`config.mk`:
```
export PLATFORM = sky130hd
export DESIGN_NAME = hazard_scoreboard
export DESIGN_NICKNAME = d
export VERILOG_FILES = /design/src/rtl/hazard_scoreboard_pkg.sv /design/src/rtl/hazard_scoreboard_md_busy_counter.sv /design/src/rtl/hazard_scoreboard.sv
export SDC_FILE = /design/constraint.sdc
export NUM_CORES = 1
export LEC_CHECK = 0
export CORE_ASPECT_RATIO = 2
export CORE_UTILIZATION = 38
export CTS_CLUSTER_SIZE = 14
export DETAILED_ROUTE_END_ITERATION = 6
export REMOVE_ABC_BUFFERS = 1
export SLEW_MARGIN = 5
export SYNTH_ARGS = -nofsm -noshare
export SYNTH_HDL_FRONTEND = slang
export SYNTH_SLANG_ARGS = --single-unit
```
`constraint.sdc`:
```
create_clock -name clk -period 2.3 [get_ports clk]
set_input_delay 0.345 -clock clk [delete_from_list [all_inputs] [get_ports clk]]
set_output_delay 0.345 -clock clk [all_outputs]
set_load 0.05 [all_outputs]
```
`src/rtl/hazard_scoreboard_pkg.sv`:
```
// Shared types and constants for the pipeline hazard scoreboard: forwarding
// select codes, Tnew/Tuse widths, in-flight writer slot layouts and small helpers.
package hz_pkg;

    localparam int HZ_RA_W = 5;
    localparam int HZ_TN_W = 2;

    localparam logic [1:0] FWD_RF = 2'd0;
    localparam logic [1:0] FWD_E  = 2'd1;
    localparam logic [1:0] FWD_M  = 2'd2;
    localparam logic [1:0] FWD_W  = 2'd3;

    typedef logic [HZ_TN_W-1:0] tnew_t;
    typedef logic [HZ_RA_W-1:0] reg_t;

    localparam tnew_t TUSE_NONE = {HZ_TN_W{1'b1}};

    typedef struct packed {
        reg_t  a3;
        logic  we;
        tnew_t tnew;
        reg_t  rs;
        reg_t  rt;
    } e_slot_t;

    typedef struct packed {
        reg_t  a3;
        logic  we;
        tnew_t tnew;
        reg_t  rt;
    } m_slot_t;

    typedef struct packed {
        reg_t a3;
        logic we;
    } w_slot_t;

    // Remaining latency one stage later; a ready result stays ready.
    function automatic tnew_t sat_dec(input tnew_t t);
        if (t == tnew_t'(0)) begin
            return tnew_t'(0);
        end else begin
            return t - tnew_t'(1);
        end
    endfunction

    // $0 is hardwired, so it can never be a real producer.
    function automatic logic slot_match(input logic we, input reg_t a3, input reg_t r);
        return we & (a3 == r) & (r != reg_t'(0));
    endfunction

endpackage

```
`src/rtl/hazard_scoreboard_md_busy_counter.sv`:
```
// Multiply/divide occupancy counter: loads the op latency when an md op issues
// and counts down; busy while nonzero.
module md_busy_counter
    import hz_pkg::*;
#(
    parameter int CNT_W = 4
) (
    input  logic             clk,
    input  logic             reset,
    input  logic             load,
    input  logic [CNT_W-1:0] load_val,
    output logic             busy
);

    logic [CNT_W-1:0] cnt_r;

    // Load on issue, otherwise count down to zero and hold.
    always_ff @(posedge clk) begin
        if (reset) begin
            cnt_r <= {CNT_W{1'b0}};
        end else if (load) begin
            cnt_r <= load_val;
        end else if (cnt_r != {CNT_W{1'b0}}) begin
            cnt_r <= cnt_r - CNT_W'(1);
        end else begin
            cnt_r <= cnt_r;
        end
    end

    assign busy = (cnt_r != {CNT_W{1'b0}});

endmodule

```
`src/rtl/hazard_scoreboard.sv`:
```
// Tnew/Tuse hazard unit for the F/D/E/M/W pipeline: tracks in-flight writers in
// E/M/W slots, produces the D-stage stall and all forwarding-mux selects.
module hazard_scoreboard
    import hz_pkg::*;
#(
    parameter int RA_W     = HZ_RA_W,
    parameter int TN_W     = HZ_TN_W,
    parameter int MULT_CYC = 5,
    parameter int DIV_CYC  = 10
) (
    input  logic            clk,
    input  logic            reset,
    input  logic [RA_W-1:0] d_rs,
    input  logic [RA_W-1:0] d_rt,
    input  logic [TN_W-1:0] d_tuse_rs,
    input  logic [TN_W-1:0] d_tuse_rt,
    input  logic [RA_W-1:0] d_a3,
    input  logic            d_we,
    input  logic [TN_W-1:0] d_tnew,
    input  logic            d_md_start,
    input  logic            d_md_div,
    input  logic            d_md_use,
    output logic            stall,
    output logic [1:0]      fwd_d_rs,
    output logic [1:0]      fwd_d_rt,
    output logic [1:0]      fwd_e_rs,
    output logic [1:0]      fwd_e_rt,
    output logic [0:0]      fwd_m_rt,
    output logic            md_busy
);

    localparam int CNT_W = $clog2(DIV_CYC + 1);

    e_slot_t          e_r;
    m_slot_t          m_r;
    w_slot_t          w_r;
    logic             rs_stall_s;
    logic             rt_stall_s;
    logic             md_stall_s;
    logic             stall_s;
    logic             md_busy_s;
    logic [CNT_W-1:0] md_load_val_s;

    // An operand stalls when some older writer will not be ready by the time it is consumed.
    function automatic logic opnd_stall(input reg_t r, input tnew_t tuse,
                                        input e_slot_t e, input m_slot_t m);
        if (tuse == TUSE_NONE) begin
            return 1'b0;
        end else begin
            return (slot_match(e.we, e.a3, r) & (tuse < e.tnew)) |
                   (slot_match(m.we, m.a3, r) & (tuse < m.tnew));
        end
    endfunction

    function automatic logic [1:0] fwd_d_sel(input reg_t r, input e_slot_t e, input m_slot_t m);
        if (slot_match(e.we, e.a3, r) && (e.tnew == tnew_t'(0))) begin
            return FWD_E;
        end else if (slot_match(m.we, m.a3, r) && (m.tnew == tnew_t'(0))) begin
            return FWD_M;
        end else begin
            return FWD_RF;
        end
    endfunction

    function automatic logic [1:0] fwd_e_sel(input reg_t r, input m_slot_t m, input w_slot_t w);
        if (slot_match(m.we, m.a3, r) && (m.tnew == tnew_t'(0))) begin
            return FWD_M;
        end else if (slot_match(w.we, w.a3, r)) begin
            return FWD_W;
        end else begin
            return FWD_RF;
        end
    endfunction

    // Stall decision: GPR operand hazards plus md unit occupancy.
    always_comb begin
        rs_stall_s = opnd_stall(reg_t'(d_rs), tnew_t'(d_tuse_rs), e_r, m_r);
        rt_stall_s = opnd_stall(reg_t'(d_rt), tnew_t'(d_tuse_rt), e_r, m_r);
        md_stall_s = (d_md_use | d_md_start) & md_busy_s;
        stall_s    = rs_stall_s | rt_stall_s | md_stall_s;
    end

    // Forwarding selects for D, E and the M-stage store data.
    always_comb begin
        fwd_d_rs = fwd_d_sel(reg_t'(d_rs), e_r, m_r);
        fwd_d_rt = fwd_d_sel(reg_t'(d_rt), e_r, m_r);
        fwd_e_rs = fwd_e_sel(e_r.rs, m_r, w_r);
        fwd_e_rt = fwd_e_sel(e_r.rt, m_r, w_r);
        fwd_m_rt = slot_match(w_r.we, w_r.a3, m_r.rt);
    end

    // Writer slots: E takes a bubble on stall; M and W always advance.
    always_ff @(posedge clk) begin
        if (reset) begin
            e_r <= '0;
            m_r <= '0;
            w_r <= '0;
        end else begin
            if (stall_s) begin
                e_r <= '0;
            end else begin
                e_r.a3   <= reg_t'(d_a3);
                e_r.we   <= d_we;
                e_r.tnew <= tnew_t'(d_tnew);
                e_r.rs   <= reg_t'(d_rs);
                e_r.rt   <= reg_t'(d_rt);
            end
            m_r.a3   <= e_r.a3;
            m_r.we   <= e_r.we;
            m_r.tnew <= sat_dec(e_r.tnew);
            m_r.rt   <= e_r.rt;
            w_r.a3   <= m_r.a3;
            w_r.we   <= m_r.we;
        end
    end

    // Latency to load for the md op being issued.
    always_comb begin
        if (d_md_div) begin
            md_load_val_s = CNT_W'(DIV_CYC);
        end else begin
            md_load_val_s = CNT_W'(MULT_CYC);
        end
    end

    md_busy_counter #(
        .CNT_W (CNT_W)
    ) u_md_busy (
        .clk      (clk),
        .reset    (reset),
        .load     (d_md_start & ~stall_s),
        .load_val (md_load_val_s),
        .busy     (md_busy_s)
    );

    assign stall   = stall_s;
    assign md_busy = md_busy_s;

endmodule
```
==> results of run 1 <==
state kept, by name (all words and copies together) (netlist names):
name	count
e_r	18
m_r	13
w_r	6
u_md_busy.cnt_r	4
power by group:
group / switching (µW) / total (µW) / internal (µW)
Combinational: 481 / 941 / 461
Sequential: 132 / 969 / 837
Clock: 242 / 513 / 271
Total: 855 / 2420 / 1570
worst reg2reg max path, delay by kind of cell (launching register included):
kind	cells	cell delay, ns
AO/OA/AOI/OAI	2	0.46
adder cells (fa/ha/maj)	1	0.21
buffers and inverters	4	0.50
flip-flops	1	0.36
AND/OR/NAND/NOR	4	0.53
logic make-up (layout without fill, tap and decap cells):
| logic type | Yosys count | after routing | share of synthesized area [%] |
|---|---|---|---|
| buffers and inverters | 15 | 83 | 3.062 |
| XOR/XNOR | 45 | 45 | 18.91 |
| AND/OR/NAND/NOR | 92 | 92 | 28.03 |
| AO/OA/AOI/OAI | 17 | 17 | 6.423 |
| adder cells (fa/ha/maj) | 7 | 7 | 4.201 |
| flip-flops | 41 | 41 | 39.38 |
Yosys cell counts, types with 2 or more instances:
library cell and number:
a211o_1 2, a21oi_1 5, and2_1 19, and3_1 2, clkbuf_1 7, dfxtp_1 41, ha_1 7, inv_1 7
nand2_1 2, nand3_1 3, nand4_1 9, nor2_1 7, nor2b_1 23, nor3_1 8, nor4_1 8, nor4b_1 2
o211ai_2 3, o22a_1 4, or2_2 2, or4_1 2, or4_4 2, xnor2_1 37, xor2_1 8
worst min-delay path by stage:
stage	start	to	slack, ns	cells after the start
after floorplan	reset	u_md_busy.cnt_r[2]$_SDFFE_PP0P_	0.41	1
after global placement	e_r[10]$_SDFF_PP0_	m_r[5]$_SDFF_PP0_	0.49	1
after detailed placement	e_r[10]$_SDFF_PP0_	m_r[5]$_SDFF_PP0_	0.50	1
after CTS	d_rs[4]	e_r[9]$_SDFF_PP0_	0.38	3
after global routing	d_rt[4]	e_r[4]$_SDFF_PP0_	0.34	2
final	d_rt[4]	e_r[4]$_SDFF_PP0_	0.35	2
metal layers:
layer	track usage [%]	part of all wire, %	vias to the layer above
met5	0	0	-
met4	7.509	1.9	0
met3	3.972	2.8	9
met2	40.51	63	34
met1	16.58	32	805
li1	-	-	872
metrics by stage:
stage | setup TNS [ns] | total power, µW | hold WS [ns] | area [µm²]
4_1_cts | -0.1232 | 2432 | 0.3827 | 2949
5_1_grt | -0.06548 | 2597 | 0.3433 | 2978
3_5_place_dp | -9.916 | 1862 | 0.4991 | 2735
3_3_place_gp | -8.866 | 1852 | 0.4889 | 2735
2_1_floorplan | -2.190 | 1559 | 0.4141 | 2047
6_report | -0.0009803 | 2424 | 0.3479 | 2978
area by class of cell:
| cell class | instances | share of cell area, % |
|---|---|---|
| multi-input combinational | 161 | 44.37 |
| clock buffer | 7 | 3.235 |
| sequential | 41 | 27.69 |
| timing repair buffer | 68 | 21.13 |
| inverter | 7 | 0.9664 |
| clock inverter | 1 | 0.1681 |
| tap | 58 | 2.437 |
what timing repair did:
| action | in CTS | in global routing |
|---|---|---|
| setup buffers | 3 | 1 |
| endpoints found under the setup margin | 26 | 6 |
| pin swaps | 18 | 17 |
| resized for setup | 50 | 13 |
==> impl_results.md, run 1 <==
- Status: finished, violations left
- Failing checks: setup timing
- Core Box Area: 5231 µm²
- Top post-synthesis cells by area: dfxtp_1 39%, xnor2_1 16%, nor2b_1 6.9%, and2_1 5.7%, ha_1 4.2%
- Number of max-cap violations: 0
- Critical Path End Type: output port
- Worst-margin pin slew: 0.3891 ns
- Sequential fraction of the synthesis area: 39.38%
- Max incr delay on CP: 0.54 ns
- F_max: 0.4346 GHz
- R2R cell count: 11
- Pleak: 0.001195 µW
- Register area: 824.5 µm²
- Main synth FF type: dfxtp_1
- Critical path endpoint: stall
- CP Class: in -> out
- Gr usage total: 19.93%
- # diodes: 0
- PwrDens: 813.9 nW/µm²
- TritonRoute pass-1 iters: 4
- Period utilization: 100.0%
- Critical Path RT: 1.96 ns
- Crit-path slowest cell: or4_4
- DR vias/cell: 5.015
- Worst-path cell chain: buf_6 -> or4_4 -> o211ai_1 -> buf_4 -> nor4_4 -> nor4_4 -> o21ai_1 -> buf_6
- Commonest non-fill, non-tap cell in the layout: dfxtp_1
- Final HPWL DP: 4054 µm
- Layout cell share with drive strength beyond 1: 28.77%
- CTS buffer count: 5
- Clock latency on the worst-skew pair: 0.29 ns
- Grt total ovfl: 0
- Buf/Inv on CP: 3
- Mean Syn Cell Area: 9.606 µm²
- CP Data Arrival Time: 1.96 ns
- Post-layout min period: 2.301 ns
- Final core utilization: 56.92%
- Initial Util: 39.85%
- Worst hold path class: in -> reg
- H-tree Lvls: 2
- Crit Path Max Fanout: 2
- Post-detailed-route wirelength per cell: 14.78 µm
- Synth warn: 0
- ANT nets after route: 0
- Area grow syn2layout: 42.86%
- Die area: 5803 µm²
- #FFs+latches synth: 41
- Area taken by multi-input logic gates: 1321 µm²
- Cell taking the most area after synthesis: dfxtp_1
- R2R Setup Slk: 0.12 ns
- Clock sinks: 41
- DRC: 0
- IO Port Bufs: 37
- Synth Cell Area: 2084 µm²
- I/O pin count: 38
- Worst Setup Slack, final: -0.0009803 ns
- Layout Nets: 318
- # setup viols final: 1
- CTS tree: built
- Share of the synthesized area in the top cell type: 39.38%
- R2r endpoint: u_md_busy.cnt_r[1]$_SDFFE_PP0P_
- Die width: 54.37 µm
- WL final: 5068 µm
- Final hold violation count: 0
- Post-synth EDFFs: 0
- Ys async rst share: 0%
- RSZ-0062 raised after global routing: yes
- Vias: 1720
- Iter 0 DRT Violations: 15
- Gpl congestion: 0.8070
- Setup Skew: 0.005868 ns
- Largest net degree at the start of global routing: 20
- Clk buf depth: 2
- Critical Path Stages: 8
- Inst Count DP: 332
- Initial antenna violation count: 0
- Setup crit start: d_rt[1]
- Post-Syn Instances: 217
- Crit start category: primary input
- Hold_buf cts: 0
- Delay-heaviest family, CP: simple AND/OR/NAND/NOR gates
- Max_slew headroom: 73.96%
- Maximum vdd ir drop: 0.6649 mV
- Row count: 37
- Root Buffer: clkbuf_8
- Fin. max-slew vios: 0
- Most frequent cells in the layout: 38 x dfxtp_1, 37 x xnor2_1, 35 x buf_4
- Clock slew seen by the registers of the worst setup and hold paths: 0.08 ns
- Global-route wire length before repair: 8190 µm
- Number of global-route vias before repair: 1829
- Fillers: 473
- Synth cell types: 30
- Final std cells w/o fill: 343
- R2r startpoint: m_r[6]$_SDFF_PP0_
- Die H: 106.7 µm
- Setup Slack @ Placement: -0.4726 ns
(Power assumes the default switching activity.)
==> inputs of run 2 (changes only) <==
CORE_ASPECT_RATIO = 0.75   (was 2)
SLEW_MARGIN = 0   (was 5)
SYNTH_HIERARCHICAL = 1   (was default)
==> run 2 against run 1 <==
  * The run still ends with setup timing left
  * Routed wire length increased by 6.6%
  * Utilization decreased by 1.6 points
  * Largest power group is now combinational logic
  * Register-to-register slack got worse by 0.02 ns
  * Design area increased by 8.3%
  * Via count increased by 9.5%
  * Fmax decreased by 4.2%
  * Clock-buffer cell count decreased by 1
  * Sequential power about the same
  * Synthesized area increased by 9.9%
  * Clock skew increased by 0.0052 ns
==> impl_results.md, run 2 <==
- Status: finished, violations left
- Failing checks: setup timing
- Top cells by count, synth: 41 x dfxtp_1, 30 x xnor2_1, 27 x inv_1, 20 x nor2b_1, 13 x xor2_1
- Worst hold slack: 0.4065 ns (+0.05856 ns)
- CP Class: reg -> out
- Vias: 1884 (+9.5%)
- Die H: 69.25 µm (-35%)
- Largest net degree at the start of global routing: 25 (+25%)
- Reg with most FFs: e_r
- Crit Path Max Fanout: 2 (unchanged)
- Top post-synthesis cells by area: dfxtp_1 36%, xnor2_1 11%, nor4b_2 6.6%, nor2b_1 5.5%, xor2_1 5.0%
- PwrDens: 769.4 nW/µm² (-5.5%)
- Synth cell types: 41 (+37%)
- Gpl congestion: 0.7889 (-2.2%)
- WL final: 5400 µm (+6.6%)
- RSZ-0062 raised after global routing: yes
- Max incr delay on CP: 0.37 ns (-0.17 ns)
- #FFs+latches synth: 41 (unchanged)
- Post-layout min period: 2.401 ns (+0.1000 ns)
- Regs by FF count: e_r (18), m_r (13), w_r (6)
- Commonest non-fill, non-tap cell in the layout: buf_4
- Area grow syn2layout: 40.74%
- CTS buffer count: 5 (unchanged)
- CTS tree: built
- Cell taking the most area after synthesis: dfxtp_1
- Critical Path Stages: 8 (unchanged)
- Fin. max-slew vios: 0 (unchanged)
- Number of max-cap violations: 0 (unchanged)
- Synth warn: 6 (+6)
- Most frequent cell after synthesis: dfxtp_1
- Pleak: 0.001325 µW (+11%)
- ANT nets after route: 0 (unchanged)
- Post-Syn Instances: 246 (+13%)
- Post-detailed-route wirelength per cell: 13.78 µm (-6.8%)
- Gr usage total: 18.44% (-1.5 points)
- Clock slew seen by the registers of the worst setup and hold paths: 0.08 ns (about the same)
- Layout Nets: 348 (+9.4%)
- Global-route wire length before repair: 9101 µm (+11%)
- Max reg flops: 18 (unchanged)
- Critical Path End Type: output port
- Crit start category: register
- Post-layout total power: 2481 µW (+2.4%)
- Worst-path cell chain: inv_2 -> ha_4 -> nor2b_1 -> o22a_1 -> nor4_1 -> a31o_2 -> or3_4 -> buf_8
- Most frequent cells in the layout: 40 x buf_4, 37 x dfxtp_1, 30 x xnor2_1
- Setup Skew: 0.01106 ns (+0.005193 ns)
- Critical Path RT: 1.96 ns (about the same)
- Clk buf depth: 2 (unchanged)
- Initial antenna violation count: 0 (unchanged)
- Sequential fraction of the synthesis area: 35.83% (-3.5 points)
- I/O pin count: 38 (unchanged)
- Crit-path slowest cell: or3_4
- IO Port Bufs: 37 (unchanged)
- Layout cell share with drive strength beyond 1: 31.85% (+3.1 points)
- Clock sinks: 41 (unchanged)
- Die width: 91.66 µm (+69%)
- H-tree Lvls: 2 (unchanged)
- Delay-heaviest family, CP: simple AND/OR/NAND/NOR gates
- # diodes: 0 (unchanged)
- Worst Setup Slack, final: -0.1010 ns (-0.1000 ns)
- Post-synth EDFFs: 0 (unchanged)
- Share of the synthesized area in the top cell type: 35.83% (-3.5 points)
- Die area: 6347 µm² (+9.4%)
- Core Box Area: 5826 µm² (+11%)
- Worst-margin pin slew: 0.3647 ns (-0.02442 ns)
- DRC: 0 (unchanged)
- Iter 0 DRT Violations: 81 (+66)
- Fillers: 536 (+13%)
- Grt total ovfl: 0 (unchanged)
- CP Data Arrival Time: 2.06 ns (+0.10 ns)
- Max_slew headroom: 75.46% (+1.5 points)
- Clock latency on the worst-skew pair: 0.30 ns (about the same)
- Buf/Inv on CP: 2 (-1)
- Root Buffer: clkbuf_8
- Final hold violation count: 0 (unchanged)
- DR vias/cell: 4.806 (-4.2%)
- Number of global-route vias before repair: 1909 (+4.4%)
- Row count: 24 (-35%)
- Final HPWL DP: 4112 µm (+1.4%)
- Worst hold path class: in -> reg
- Synth Cell Area: 2291 µm² (+9.9%)
- F_max: 0.4165 GHz (-4.2%)
- Initial Util: 39.33% (-0.52 points)
- R2R cell count: 11 (unchanged)
- Mean Syn Cell Area: 9.313 µm² (-3.1%)
- Main synth FF type: dfxtp_1
- # setup viols final: 1 (unchanged)
- Ys async rst share: 0% (unchanged)
- Period utilization: 104.4% (+4.3 points)
- Maximum vdd ir drop: 0.5268 mV (-21%)
- WHS Path Cells: 4 (+2)
- TritonRoute pass-1 iters: 4 (unchanged)
[run 2: changes by cell type in the layout (fill, tap and decap cells not counted), moves of 7 or more]
cell | before | now
nor4b_1 | 0 | 8
nor4b_2 | 2 | 10
xnor2_1 | 37 | 30
and2_1 | 19 | 1
inv_1 | 6 | 26
[run 2: report_power, final]
| group | switching [µW] | total [µW] | internal [µW] |
|---|---|---|---|
| logic | 478 | 1020 | 539 |
| registers | 131 | 967 | 836 |
| clock network | 259 | 497 | 237 |
[run 2: final timing paths]
check	endpoint	startpoint	slack, ns
hold / removal	e_r[8]$_SDFF_PP0_	d_rs[3]	0.41
setup / recovery	stall	m_r[6]$_SDFF_PP0_	-0.10
hold reg to reg	m_r[5]$_SDFF_PP0_	e_r[10]$_SDFF_PP0_	0.44
setup reg to reg	u_md_busy/cnt_r[0]$_SDFFE_PP0P_	m_r[6]$_SDFF_PP0_	0.10
[run 2: worst min-delay path, cell delays in order]
cell	delay, ns
clkbuf_2	0.09
buf_4	0.14
inv_1	0.05
nor4b_1	0.04
[run 2: layer usage]
layer  global-route usage, %  vias to the layer above  wire (µm)
li1                        -                      974          -
met2                   29.74                       42       2505
met1                   24.64                      858       2626
met5                       0                        -          0
met3                   3.838                       10        193
met4                   5.820                        0         74
[run 2: timing repair]
| item | in CTS | in global routing |
|---|---|---|
| endpoints found under the setup margin | 9 | 6 |
| hold buffers | 0 | 0 |
| pin swaps | 8 | 12 |
| cloned | 0 | 0 |
| resized for setup | 36 | 24 |
| setup buffers | 4 | 1 |
[run 2: kinds of logic after synthesis]
family | share of synthesized area (%)
muxes | 0.4915
buffers and inverters | 7.155
xor gates and xnor gates | 16.44
AOI/OAI and AO/OA | 6.664
adders and majority gates | 3.823
DFF | 35.83
and+or+nand+nor | 29.60
[run 2: final cells by class]
class | instances | area, µm² | share of cell area [%]
well taps | 78 | 97.59 | 3.027
flip-flops and latches | 41 | 825.8 | 25.61
repair buffers | 73 | 673.1 | 20.88
multi-input cells | 166 | 1436 | 44.55
clock buffers | 6 | 82.58 | 2.561
inverters | 27 | 101.3 | 3.143
clock inverters | 1 | 7.507 | 0.2328
[run 2: stage by stage]
step                      TNS [ns]  utilization, %  cells  setup slack [ns]  cell area (µm²)
after floorplan             -2.388               -    234            -1.129             2228
after global placement      -4.680           51.10    380           -0.4631             2977
after detailed placement    -4.966           51.10    380           -0.4586             2977
after CTS                  -0.1200           53.35    391           -0.1200             3108
after global routing       -0.2109           55.35    392           -0.2030             3224
final                      -0.1010           55.35    392           -0.1010             3224
==> inputs of run 3 (changes only) <==
ABC_AREA = 1   (was default)
==> run 3 against run 2 <==
  * The flow now finishes without violations
  * Routed wire length decreased by 0.17%
  * Die area decreased by 0.27%
  * Utilization decreased by 3.7 points
  * Combinational power about the same
  * Design area decreased by 7.2%
  * Non-clock buffer count decreased by 25
  * Sequential share of layout area increased by 1.8 points
  * Worst setup slack improved by 0.16 ns
==> impl_results.md, run 3 <==
- Status: finished clean
- Hold Path Sink: e_r[3]$_SDFF_PP0_
- Worst-path cell chain: clkdlybuf4s50_1 -> inv_2 -> nand3_1 -> nor2_2 -> nor2_1 -> nand3_1 -> nand2_1 -> nand2_2 -> nand3_1 -> buf_4 -> buf_12
- Cell taking the most area after synthesis: dfxtp_1
- Postcts setup bufs: 0 (-4)
- Mean Syn Cell Area: 6.759 µm² (-27%)
- Delay-heaviest family, CP: buffers and inverters
- WHS Path Cells: 3 (-1)
- # setup viols final: 0 (-1)
- # diodes: 0 (unchanged)
- Grt total ovfl: 0 (unchanged)
- Worst hold path class: in -> reg
- Period utilization: 97.43% (-7.0 points)
- CTS tree: built
- Critical Path RT: 1.96 ns (about the same)
- Final core utilization: 51.64% (-3.7 points)
- Crit-path slowest cell: clkdlybuf4s50_1
- Crit Path Max Fanout: 4 (+2)
- Setup_tns: 0 ns (+0.1010 ns)
- Ys async rst share: 0% (unchanged)
- Most frequent cells in the layout: 76 x nand2_1, 54 x inv_1, 50 x nor2_1
- IO Port Bufs: 37 (unchanged)
- Buf/Inv on CP: 4 (+2)
- Max_slew headroom: 66.82% (-8.6 points)
- WL final: 5391 µm (-0.17%)
- Max reg flops: 18 (unchanged)
- R2r startpoint: m_r[11]$_SDFF_PP0_
- Main synth FF type: dfxtp_1
- Clk buf depth: 2 (unchanged)
- Top cells by count, synth: 76 x nand2_1, 55 x inv_1, 54 x nor2_1, 41 x dfxtp_1, 18 x nand3_1
- Pleak: 0.001357 µW (+2.4%)
- Synth Cell Area: 2285 µm² (-0.27%)
- Worst-margin pin slew: 0.4969 ns (+0.1322 ns)
- Number of global-route vias before repair: 1905 (-0.21%)
- Die area: 6330 µm² (-0.27%)
- Initial Util: 39.42% (+0.096 points)
- Commonest non-fill, non-tap cell in the layout: nand2_1
- R2R Setup Slk: 0.48 ns (+0.38 ns)
- Number of max-cap violations: 0 (unchanged)
- Clock sinks: 41 (unchanged)
- RSZ-0062 raised after global routing: yes
- CP Data Arrival Time: 1.90 ns (-0.16 ns)
- Die H: 69.15 µm (-0.14%)
- Maximum vdd ir drop: 0.3231 mV (-39%)
- Regs by FF count: e_r (18), m_r (13), w_r (6)
- Layout cell share with drive strength beyond 1: 15.42% (-16 points)
- PwrDens: 861.7 nW/µm² (+12%)
- Hold path start: d_rt[3]
- Iter 0 DRT Violations: 109 (+35%)
- Global-route wire length before repair: 8914 µm (-2.1%)
- Root Buffer: clkbuf_8
- R2r endpoint: u_md_busy/cnt_r[0]$_SDFFE_PP0P_
- ANT nets after route: 0 (unchanged)
- Row count: 24 (unchanged)
- Gpl congestion: 0.8970 (+14%)
- Reg with most FFs: e_r
- Synth warn: 6 (unchanged)
- DRC: 0 (unchanged)
- Synth cell types: 28 (-32%)
- Inst Count DP: 459 (+21%)
- Critical Path End Type: output port
- Sequential fraction of the synthesis area: 35.93% (+0.098 points)
- F_max: 0.4463 GHz (+7.1%)
- Core Box Area: 5796 µm² (-0.52%)
- #FFs+latches synth: 41 (unchanged)
- Layout Nets: 422 (+21%)
- CP Class: in -> out
- Area taken by multi-input logic gates: 1207 µm² (-16%)
- Most frequent cell after synthesis: nand2_1
- Clock slew seen by the registers of the worst setup and hold paths: 0.08 ns (about the same)
- Share of the synthesized area in the top cell type: 35.93% (+0.098 points)
- H-tree Lvls: 2 (unchanged)
- Post-synth EDFFs: 0 (unchanged)
- Setup Skew: 0.007147 ns (-0.003914 ns)
- Most frequent CP cell: nand3_1
- Die width: 91.54 µm (-0.13%)
- I/O pin count: 38 (unchanged)
- Post-detailed-route wirelength per cell: 11.54 µm (-16%)
- Area grow syn2layout: 31.00%
- CTS buffer count: 5 (unchanged)
- Fillers: 577 (+7.6%)
- Vias: 2104 (+12%)
- Final HPWL DP: 4325 µm (+5.2%)
- Final hold violation count: 0 (unchanged)
- Max incr delay on CP: 0.46 ns (+0.09 ns)
- Largest net degree at the start of global routing: 22 (-12%)
- Crit start category: primary input
- Fin. max-slew vios: 0 (unchanged)
- Initial antenna violation count: 0 (unchanged)
- Clock latency on the worst-skew pair: 0.30 ns (about the same)
- Post-layout min period: 2.241 ns (-0.1602 ns)
- TritonRoute pass-1 iters: 4 (unchanged)
- Top post-synthesis cells by area: dfxtp_1 36%, nand2_1 12%, inv_1 9.0%, nor2_1 8.9%, xnor2_1 5.0%
- R2R cell count: 13 (+2)
- Gr usage total: 17.93% (-0.51 points)
- Post-Syn Instances: 338 (+37%)
- Final std cells w/o fill: 467 (+19%)
- DR vias/cell: 4.505 (-6.3%)
- Register area: 820.8 µm² (-0.61%)
-- run 3: logic make-up after synthesis --
group           synth area share (%)
compound gates                 5.641
xor+xnor                       5.750
fa+ha+maj                      3.833
buf+inv                        12.05
flops                          35.93
simple gates                   36.80
-- run 3: layout make-up --
class	instances	share of cell area, %
Timing Repair Buffer	48	17.47
Clock buffer	5	2.299
Inverter	61	7.651
Multi-Input combinational cell	231	40.34
Clock inverter	3	1.547
Tap cell	78	3.261
Sequential cell	41	27.42
-- run 3: stage by stage --
step / worst slack, ns / instance area [µm²] / total power [µW] / hold slack, ns
2_1_floorplan: -0.3691 / 2238 / 1624 / 0.4141
6_report: 0.05914 / 2993 / 2579 / 0.4080
3_3_place_gp: -0.06704 / 2851 / 1989 / 0.4477
5_1_grt: -0.07285 / 2993 / 2781 / 0.4210
4_1_cts: 0.006041 / 2969 / 2596 / 0.4570
3_5_place_dp: -0.09318 / 2851 / 2006 / 0.4436
-- run 3: routing by layer --
metal	up-vias	track usage (%)	wire length, µm
met4	0	3.175	21
met3	2	3.642	169
met2	34	27.32	2385
met5	-	0	0
li1	1144	-	-
met1	924	26.22	2814
-- run 3: worst max-delay path by stage --
stage,startpoint,end,slack [ns],depth (start not counted)
floorplan,u_md_busy/cnt_r[0]$_SDFFE_PP0P_,u_md_busy/cnt_r[3]$_SDFFE_PP0P_,-0.37,10
global placement,d_rt[0],stall,-0.07,11
detailed placement,d_rt[0],u_md_busy/cnt_r[0]$_SDFFE_PP0P_,-0.09,14
CTS,d_rt[2],stall,0.006,11
global route,d_rt[4],stall,-0.07,11
finish,d_rt[4],stall,0.06,11
-- run 3: where the power goes --
group | internal [µW] | switching, µW
Sequential | 829 | 113
Combinational | 446 | 600
Clock | 325 | 265
-- run 3: timing repair --
item / CTS / global route
setup endpoints to repair: 1 / 4
gates resized for setup: 1 / 9
hold buffers: 0 / 0
pin swaps: 1 / 2
-- run 3: worst register-to-register path: stages (launching register included) --
cell	delay (ns)
dfxtp_1	0.44
inv_1	0.14
nand2_1	0.08
nand4_1	0.09
nor2_1	0.15
nand3_1	0.08
nand2_1	0.08
nand2_2	0.05
nand3_1	0.09
nor2_1	0.07
buf_4	0.14
o21ai_0	0.16
nand2_1	0.07
a21oi_1	0.10
